==> config.mk <==
export PLATFORM = sky130hd
export DESIGN_NAME = ram_player
export DESIGN_NICKNAME = d
export VERILOG_FILES = /design/src/rtl/ram_player.sv
export SDC_FILE = /design/constraint.sdc
export NUM_CORES = 1
export LEC_CHECK = 0
export ABC_CLOCK_PERIOD_IN_PS = 5000
export BUFFER_PORTS_ARGS = -buffer_cell sky130_fd_sc_hd__clkbuf_2
export CORE_MARGIN = 1.5
export CORE_UTILIZATION = 40
export CTS_CLUSTER_DIAMETER = 80
export DETAILED_ROUTE_END_ITERATION = 12
export PLACE_DENSITY = 0.63
export SYNTH_ARGS = -nofsm -noshare
export SYNTH_HDL_FRONTEND = slang
export SYNTH_SLANG_ARGS = --single-unit
==> constraint.sdc <==
create_clock -name clk -period 5 [get_ports clk]
set_input_delay 0.5 -clock clk [delete_from_list [all_inputs] [get_ports clk]]
set_output_delay 0.5 -clock clk [all_outputs]
set_load 0.01 [all_outputs]
==> src/rtl/ram_player.sv <==
// 8x4 RAM playback engine: steps rd_addr 0..7, showing each word for TICK_DIV
// cycles with 7-segment decodes. Define RAM_PLAYER_LOOP_EN for continuous looping.
module ram_player #(
  parameter int unsigned TICK_DIV = 500_000
) (
  input  logic       clk,
  input  logic       rst,
  input  logic       start,
  input  logic       stop,
  input  logic       we,
  input  logic [2:0] waddr,
  input  logic [3:0] wdata,
  output logic       busy,
  output logic       done,
  output logic [2:0] rd_addr,
  output logic [3:0] rd_data,
  output logic [6:0] seg_data,
  output logic [6:0] seg_addr
);

  localparam int PW = $clog2(TICK_DIV + 1);
  localparam logic [PW-1:0] PRESC_LAST = PW'(TICK_DIV - 1);

  typedef enum logic [1:0] {IDLE, LOAD, SHOW, DONE} state_t;

  state_t        state, state_nx;
  logic [3:0]    mem [8];
  logic          start_q;
  logic [PW-1:0] presc;
  logic          start_edge;
  logic          busy_nx, done_nx, addr_clr, addr_inc;

  assign start_edge = start & ~start_q;

  always_ff @(posedge clk or negedge rst) begin
    if (!rst) state <= IDLE;
    else      state <= state_nx;
  end

  // NOTE: every signal driven here gets a default first, so no path can infer a latch.
  always_comb begin
    state_nx = state;
    busy_nx  = busy;
    done_nx  = 1'b0;
    addr_clr = 1'b0;
    addr_inc = 1'b0;
    case (state)
      IDLE: begin
        if (start_edge && !stop) begin
          state_nx = LOAD;
          busy_nx  = 1'b1;
          addr_clr = 1'b1;
        end
      end
      LOAD: begin
        if (stop) begin
          state_nx = IDLE;
          busy_nx  = 1'b0;
        end else begin
          state_nx = SHOW;
        end
      end
      SHOW: begin
        if (stop) begin
          state_nx = IDLE;
          busy_nx  = 1'b0;
        end else if (presc == PRESC_LAST) begin
          if (rd_addr != 3'd7) begin
            state_nx = LOAD;
            addr_inc = 1'b1;
          end else begin
`ifdef RAM_PLAYER_LOOP_EN
            state_nx = LOAD;
            addr_clr = 1'b1;
            done_nx  = 1'b1;
`else
            state_nx = DONE;
            busy_nx  = 1'b0;
            done_nx  = 1'b1;
`endif
          end
        end
      end
      DONE: begin
        state_nx = IDLE;
        busy_nx  = 1'b0;
      end
      default: begin
        state_nx = IDLE;
        busy_nx  = 1'b0;
      end
    endcase
  end

  // NOTE: the store is deliberately reset word by word, which makes it flops rather than a RAM macro.
  always_ff @(posedge clk or negedge rst) begin
    if (!rst) begin
      for (int i = 0; i < 8; i++) mem[i] <= '0;
      start_q <= 1'b0;
      busy    <= 1'b0;
      done    <= 1'b0;
      rd_addr <= '0;
      rd_data <= '0;
      presc   <= '0;
    end else begin
      start_q <= start;
      busy    <= busy_nx;
      done    <= done_nx;
      if (we) mem[waddr] <= wdata;
      if (addr_clr)      rd_addr <= '0;
      else if (addr_inc) rd_addr <= rd_addr + 3'd1;
      // Sampling mem with <= returns the pre-write word on a same-cycle collision.
      if (state == LOAD) rd_data <= mem[rd_addr];
      if (state == LOAD)      presc <= '0;
      else if (state == SHOW) presc <= presc + 1'b1;
    end
  end

  // Active-low segments, bit0 = a ... bit6 = g.
  function automatic logic [6:0] seg7(input logic [3:0] v);
    logic [6:0] s;
    case (v)
      4'h0: s = 7'b1000000;
      4'h1: s = 7'b1111001;
      4'h2: s = 7'b0100100;
      4'h3: s = 7'b0110000;
      4'h4: s = 7'b0011001;
      4'h5: s = 7'b0010010;
      4'h6: s = 7'b0000010;
      4'h7: s = 7'b1111000;
      4'h8: s = 7'b0000000;
      4'h9: s = 7'b0010000;
      4'hA: s = 7'b0001000;
      4'hB: s = 7'b0000011;
      4'hC: s = 7'b1000110;
      4'hD: s = 7'b0100001;
      4'hE: s = 7'b0000110;
      default: s = 7'b0001110;
    endcase
    return s;
  endfunction

  assign seg_data = seg7(rd_data);
  assign seg_addr = seg7({1'b0, rd_addr});

endmodule

# Word level (Yosys, flattened, before mapping)
# Memory sizes are Yosys's and may differ from the RTL's.
# Cells that the tools add are included.
# W data, S select, Z words.
dict set report word_totals {
  ff_bits 63
  latch_bits 0
  mem_bits_rw 0
  mem_bits_ro 168
  inputBits 12
  output_inout_bits 23
  word_cells 75
  mem_count 2
}
dict set report op_classes {
  add_sub_neg 2
  mul 0
  n_div 0
  order_cmp 3
  n_eq_ne 9
  shifts 0
  muxes 32
  n_bitwise 4
  n_reduce_logical 8
}
# memory words word_bits read_ports rd_ports_with_merged_regs write_ports line_no
set mem_list {}
lappend mem_list {{(name not given)} 16 7 1 0 0 122} ;# case (v)
lappend mem_list {{(name not given)} 8 7 1 0 0 122}
# op count
set ops {}
lappend ops {{$mux W19} 2}
lappend ops {{$bwmux W32} 1}
lappend ops {{$add A19 B1 Y19 const B} 1}
lappend ops {{$eq A19 B19 Y1 const B} 1}
lappend ops {{$mux W1} 15}
lappend ops {{$bmux W4 S3} 1}
lappend ops {{$demux W4 S3} 1}
lappend ops {{$mux W4} 3}
lappend ops {{$mux W2} 5}
lappend ops {{$ne A3 B3 Y1 const B} 3}
lappend ops {{$ge A4 B4 Y1 const B} 2}
lappend ops {{$not A3 Y4} 2}
lappend ops {{$pmux W2 S4} 1}
lappend ops {{$mux W3} 2}
lappend ops {{$eq A2 B2 Y1 const B} 2}
lappend ops {{$lt A4 B1 Y1 const B} 1}
lappend ops {{$ne A2 B2 Y1 const B} 2}
lappend ops {{$pmux W1 S4} 1}
lappend ops {{$reduce_and A4 Y1} 1}
lappend ops {{$reduce_bool A2 Y1} 2}
lappend ops {{$add A3 B1 Y3 const B} 1}
lappend ops {{$eq A2 B1 Y1 const B} 1}
lappend ops {{$logic_and A1 B1 Y1} 2}
lappend ops {{$logic_not A2 Y1} 1}
lappend ops {{4 further kinds} 4}

# Depth between registers and ports, before layout
# Gate-level depths: netlist of run 1.
dict set report logic_depth {
  depth_word 7
  depth_mapped 8
  ltp_nobuf 7
}

# Worst setup path before layout of run 1
# Ideal clock, no wire load.
dict set report synth_timing {
  path_kind {register to output}
  startpoint {reg rd_data[1]}
  endpoint {out seg_data[0]}
  arrival_ps 1413
  t_required_ps 4500
  path_slack_ps 3087
  path_stages_with_launch 6
  path_cell_list {dfrtp_1 -> inv_1 -> ha_1 -> nor2b_1 -> or3b_2 -> o21ai_0}
}
dict set report synth_via {
  elab_chain_cells 1
}
# item line_no
set synth_rtl {}
lappend synth_rtl {{start: declaration} 16} ;# output logic [3:0] rd_data,
lappend synth_rtl {{start signal: assignment} 113} ;# if (state == LOAD) rd_data <= mem[rd_addr];
lappend synth_rtl {{$mem_v2 Z16 W7} n/a}
lappend synth_rtl {{end: declaration} 17} ;# output logic [6:0] seg_data,
# Every way passes these cells.

# Worst setup path in the final report of run 1
dict set report layout_timing {
  startpoint {reg rd_addr[0]}
  endpoint {out seg_addr[3]}
}
dict set report layout_via {
  elab_chain_cells 1
}
# item line_no
set layout_rtl {}
lappend layout_rtl {{start: declaration} 15} ;# output logic [2:0] rd_addr,
lappend layout_rtl {{start signal: assignment} 111} ;# else if (addr_inc) rd_addr <= rd_addr + 3'd1;
lappend layout_rtl {{$mem_v2 Z8 W7} n/a}
lappend layout_rtl {{end: declaration} 18} ;# output logic [6:0] seg_addr
# Every way passes these cells.

==> results of run 1 <==
## final timing paths
| path | start | end | slack (ns) | cells after the start |
|---|---|---|---|---|
| min in group asynchronous | rst | presc[13] | 0.34 | 2 |
| worst min register to register | mem[8] | mem[8] | 0.50 | 1 |
| worst min-delay path | start | start_q | 0.29 | 1 |
| worst max register to register | state[0] | presc[12] | 2.79 | 7 |
| max in group asynchronous | rst | mem[13] | 4.15 | 2 |
| worst max-delay path | rd_addr[0] | seg_addr[3] | 2.45 | 4 |
## registers in the layout, indices dropped and copies added, names as in the netlist
name,flops
state,2
rd_addr,3
rd_data,4
presc,19
start_q,1
busy,1
done,1
mem,32
## routing by layer
layer	global-route usage, %	part of all wire (%)	vias up
li1	-	-	1136
met1	20.1	48	1162
met2	24.8	48	33
met3	3.27	3.1	7
met4	7.72	1.2	0
met5	0	0	-
## worst max-delay path, cell delays in order (launching register included)
cell and delay (ns):
dfrtp_1 0.82, inv_1 0.19, ha_1 0.36, o21ai_0 0.19
clkbuf_2 0.16
## power by group
group | internal, mW | total [mW] | switching [mW]
clock network | 0.191 | 0.370 | 0.179
registers | 0.611 | 0.709 | 0.0981
logic | 0.277 | 0.572 | 0.295
total | 1.08 | 1.65 | 0.572
## cell type report
| class | instances | area (µm²) | share of cell area (%) |
|---|---|---|---|
| Clock buffer | 14 | 153 | 3.98 |
| Multi-Input combinational cell | 211 | 1750 | 45.5 |
| Inverter | 13 | 48.8 | 1.27 |
| Clock inverter | 1 | 5.00 | 0.130 |
| Sequential cell | 63 | 1580 | 41.1 |
| Timing Repair Buffer | 35 | 178 | 4.63 |
| Tap cell | 105 | 131 | 3.42 |
## placed cells by master (no fill, tap or decap), types with 2 or more instances in the layout
| cell | count |
|---|---|
| nand3_1 | 4 |
| nor3b_1 | 2 |
| nand2_1 | 22 |
| a31oi_1 | 4 |
| mux4_2 | 9 |
| nand4b_1 | 3 |
| a21oi_1 | 7 |
| nor4_4 | 2 |
| mux2_2 | 34 |
| clkbuf_1 | 4 |
| and2_1 | 2 |
| xnor2_1 | 7 |
| ha_1 | 17 |
| o22ai_1 | 3 |
| nand2b_1 | 2 |
| nor2_1 | 32 |
| o21ai_0 | 5 |
| clkbuf_8 | 10 |
| and4_1 | 3 |
| o31a_1 | 2 |
| dfrtp_1 | 63 |
| nor3_1 | 6 |
| mux2i_1 | 4 |
| xor2_1 | 8 |
| nor3b_2 | 2 |
| nand4_1 | 4 |
| a22o_1 | 2 |
| nor2b_1 | 5 |
| and4b_1 | 2 |
| inv_1 | 12 |
| nor4_1 | 2 |
| clkbuf_2 | 34 |
| and3_1 | 3 |
## cells by family after synthesis
group / Yosys count / share of synthesized area [%]
compound gates: 30 / 5.84
xor+xnor: 15 / 3.83
fa+ha+maj: 17 / 6.20
buf+inv: 23 / 3.10
flops: 63 / 46.0
mux: 47 / 18.2
simple gates: 102 / 16.8
==> flow_summary.ini, run 1 <==
[place]
hpwl_mm = 4.61
port_buffers = 34
place_area_um2 = 3680
preCtsSetupSlack_ns = 2.77
dpl.cell_count = 427
gp_congestion = 0.782

[pwr]
p_total_mw = 1.65
p_leak_nw = 1.73
vdd_drop_max_mv = 0.146
power_density_nw_per_um2 = 430

[cts]
clk_path_buf_depth = 2
post_cts_buffers = 0
clk_latency_ns = 0.33
root_buffer = clkbuf_8
clk_pin_slew_worst_paths_ns = 0.07
numCtsBuffers = 9
ctsResizeCount = 0
clock_sinks = 63
cts_tree = built
htreeDepth = 3
postCtsHoldBufs = 0

[synth]
synth_warnings = 0
synth_top_area_share_pct = 46.0
syn-cell-area_um2 = 3430
ys_top_cells_by_area = dfrtp_1 46%, mux2_2 11%, ha_1 6.2%, mux4_2 5.9%, nor2_1 3.5%
synth.distinct_cells = 48
synth_commonest_cells = 63 x dfrtp_1, 34 x mux2_2, 32 x nor2_1, 22 x nand2_1, 17 x ha_1
ys_seq_elements = 63
seq_area_frac_synth_pct = 46.0
synth_edf_count = 0
syn-instance-count = 297
synth_ff_type = dfrtp_1
synthArstFlopShare_pct = 100
syn_nets = 326
syn_avg_cell_area_um2 = 11.5
yosysTopAreaCell = dfrtp_1
synth_most_common_cell = dfrtp_1

[timing]
finalSetupViolCount = 0
layout_setup_ws_ns = 2.45
max-slew-margin-rel_pct = 47.8
setup_tns_ns = 0
rsz0062_at_grt = no
final_hold_viol_count = 0
tightest_slew_ns = 0.783
period_needed_ns = 2.55
fmax_mhz = 393
timing.hold.ws_ns = 0.288
final_max_slew_viol_count = 0
finalCritPeriodShare_pct = 50.9
skew_ns = 0.00567

[finish]
nets = 362
drive_gt1_share_pct = 28.5
fin_cells = 442
n_antenna_cell = 0
final_cell_area_um2 = 3840
area_growth_pct = 11.9
fill_cells = 775
final_core_util_pct = 46.5

[grt]
gr-total-overflow = 0
antenna_found_initial = 0
grt_pass1_wl_mm = 10.6
grt_max_degree = 64
track_usage_pct = 15.6
grt_pass1_vias = 2242

[critical_path]
endpoint_kind = output pin
cp_data_arrival_time_ns = 2.05
critPathMaxFanout = 14
required_ns = 4.50
setup.worst_path.start_class = flop
critical_path_class = flop to output pin

[run]
cap_violations = 0

[drt]
vias_per_cell = 5.29
drc = 0
wirelength_mm = 6.42
drt-initial-drc-count = 89
avgRoutedWirePerCell_um = 14.5
num_vias = 2338
drt_pass1_iterations = 4
ant_nets = 0

[outcome]
run_status = finished clean

[floorplan]
initial_core_util_pct = 41.5
core_area_um2 = 8260
chipWidth_um = 95.6
rows = 33
die_h_um = 95.6
die_area_um2 = 9140
io_pins = 35

[worst_hold_path]
min_path_type = input port to flop
Note: power is estimated with default switching activity, not from simulation.
==> inputs of run 2 (changes only) <==
ABC_CLOCK_PERIOD_IN_PS = 2470   (was 5000)
clock period = 2.47 ns   (was 5 ns; I/O delays follow)
==> flow_summary.ini, run 2 (same netlist as run 1, synthesis figures left out) <==
[finish]
drive_gt1_share_pct = 30.2
nets = 368
largest_reg_flops = 32
final_cell_area_um2 = 3940
reg_top3 = mem (32), presc (19), rd_data (4)
final_core_util_pct = 47.7
largest-register = mem
n_antenna_cell = 0
area_growth_pct = 14.8
fill_cells = 753
final_cell_mix = 63 x dfrtp_1, 34 x mux2_2, 34 x clkbuf_2, 32 x nor2_1, 22 x nand2_1
final_common_cell = dfrtp_1

[timing]
skew_ns = 0.0116
finalSetupViolCount = 0
period_needed_ns = 2.21
rsz0062_at_grt = no
max-slew-margin-rel_pct = 49.4
finalCritPeriodShare_pct = 89.4
setup_tns_ns = 0
tightest_slew_ns = 0.759
fmax_mhz = 453
final_hold_viol_count = 0
final_max_slew_viol_count = 0

[drt]
num_vias = 2369
drc = 0
drt-initial-drc-count = 114
avgRoutedWirePerCell_um = 14.6
drt_pass1_iterations = 4
wirelength_mm = 6.53
vias_per_cell = 5.28
ant_nets = 0

[cts]
postCtsHoldBufs = 1
clk_latency_ns = 0.34
clk_path_buf_depth = 2
htreeDepth = 3
clock_sinks = 63
numCtsBuffers = 9
post_cts_buffers = 0
root_buffer = clkbuf_8
ctsResizeCount = 0
clk_pin_slew_worst_paths_ns = 0.07
cts_tree = built

[pwr]
vdd_drop_max_mv = 0.321
power_density_nw_per_um2 = 905
p_leak_nw = 1.78

[grt]
antenna_found_initial = 0
grt_max_degree = 32
gr-total-overflow = 0
grt_pass1_vias = 2205
grt_pass1_wl_mm = 10.7
track_usage_pct = 15.6

[run]
cap_violations = 0

[place]
gp_congestion = 0.813
port_buffers = 34
hpwl_mm = 4.82
place_area_um2 = 3720

[critical_path]
required_ns = 2.22
critPathMaxFanout = 7
cp_slowest_stage_delay_ns = 0.46
crit_family = simple AND/OR/NAND/NOR gates
critical_path_class = flop to output pin
rr_worst_depth = 7
cp_data_arrival_time_ns = 1.96
setup.worst_path.start_class = flop
crit_chain = inv_1 -> ha_1 -> nor2b_1 -> or3b_2 -> o21ai_0 -> clkbuf_2
crit_buf_inv = 2
crit_slowest_cell = or3b_2
endpoint_kind = output pin
crit_cells = 6

[outcome]
run_status = finished clean

[floorplan]
rows = 33
core_area_um2 = 8260
die_h_um = 95.6
chipWidth_um = 95.6
die_area_um2 = 9140
io_pins = 35
initial_core_util_pct = 41.5

[worst_hold_path]
hold_path_depth = 1
min_path_type = input port to flop
-- run 2: final cells by class --
cell class / instances / area (µm²) / share of cell area (%)
clock buffers: 14 / 173 / 4.38
clock inverters: 2 / 37.5 / 0.953
repair buffers: 41 / 225 / 5.72
flip-flops and latches: 63 / 1580 / 40.0
multi-input cells: 211 / 1750 / 44.3
well taps: 105 / 131 / 3.34
inverters: 13 / 48.8 / 1.24
-- run 2: per-stage QoR --
step	total power, mW	std cells	setup slack [ns]	hold WS, ns
floorplan	2.28	297	0.642	-0.0486
global placement	2.62	432	0.449	0.349
detailed placement	2.65	432	0.404	0.360
CTS	3.60	449	0.254	0.00700
global route	3.81	449	0.147	0.00718
finish	3.56	449	0.261	0.0184
-- run 2: metal layers --
| metal | GRT usage (%) | wire length (µm) | share of wire, % | vias to the layer above |
|---|---|---|---|---|
| met2 | 24.5 | 3080 | 47 | 48 |
| met1 | 20.6 | 3070 | 47 | 1164 |
| met5 | 0 | 0 | 0 | - |
| li1 | - | - | - | 1145 |
| met4 | 7.11 | 128 | 2.0 | 0 |
| met3 | 3.43 | 257 | 3.9 | 12 |
-- run 2: path summary, 6_finish.rpt --
| path | endpoint | slack [ns] | from |
|---|---|---|---|
| min in group asynchronous | presc[3] | 0.50 | rst |
| min | start_q | 0.02 | start |
| max | seg_data[0] | 0.26 | rd_data[1] |
| max reg2reg | presc[11] | 0.40 | state[0] |
| min reg2reg | mem[11] | 0.50 | mem[11] |
| max in group asynchronous | mem[28] | 1.18 | rst |
-- run 2: where the power goes --
part | internal, mW | total [mW] | leakage [nW] | switching [mW]
Clock | 0.550 | 0.941 | 0.103 | 0.391
Combinational | 0.586 | 1.19 | 0.883 | 0.600
Sequential | 1.24 | 1.44 | 0.796 | 0.201
Total | 2.37 | 3.56 | 1.78 | 1.19
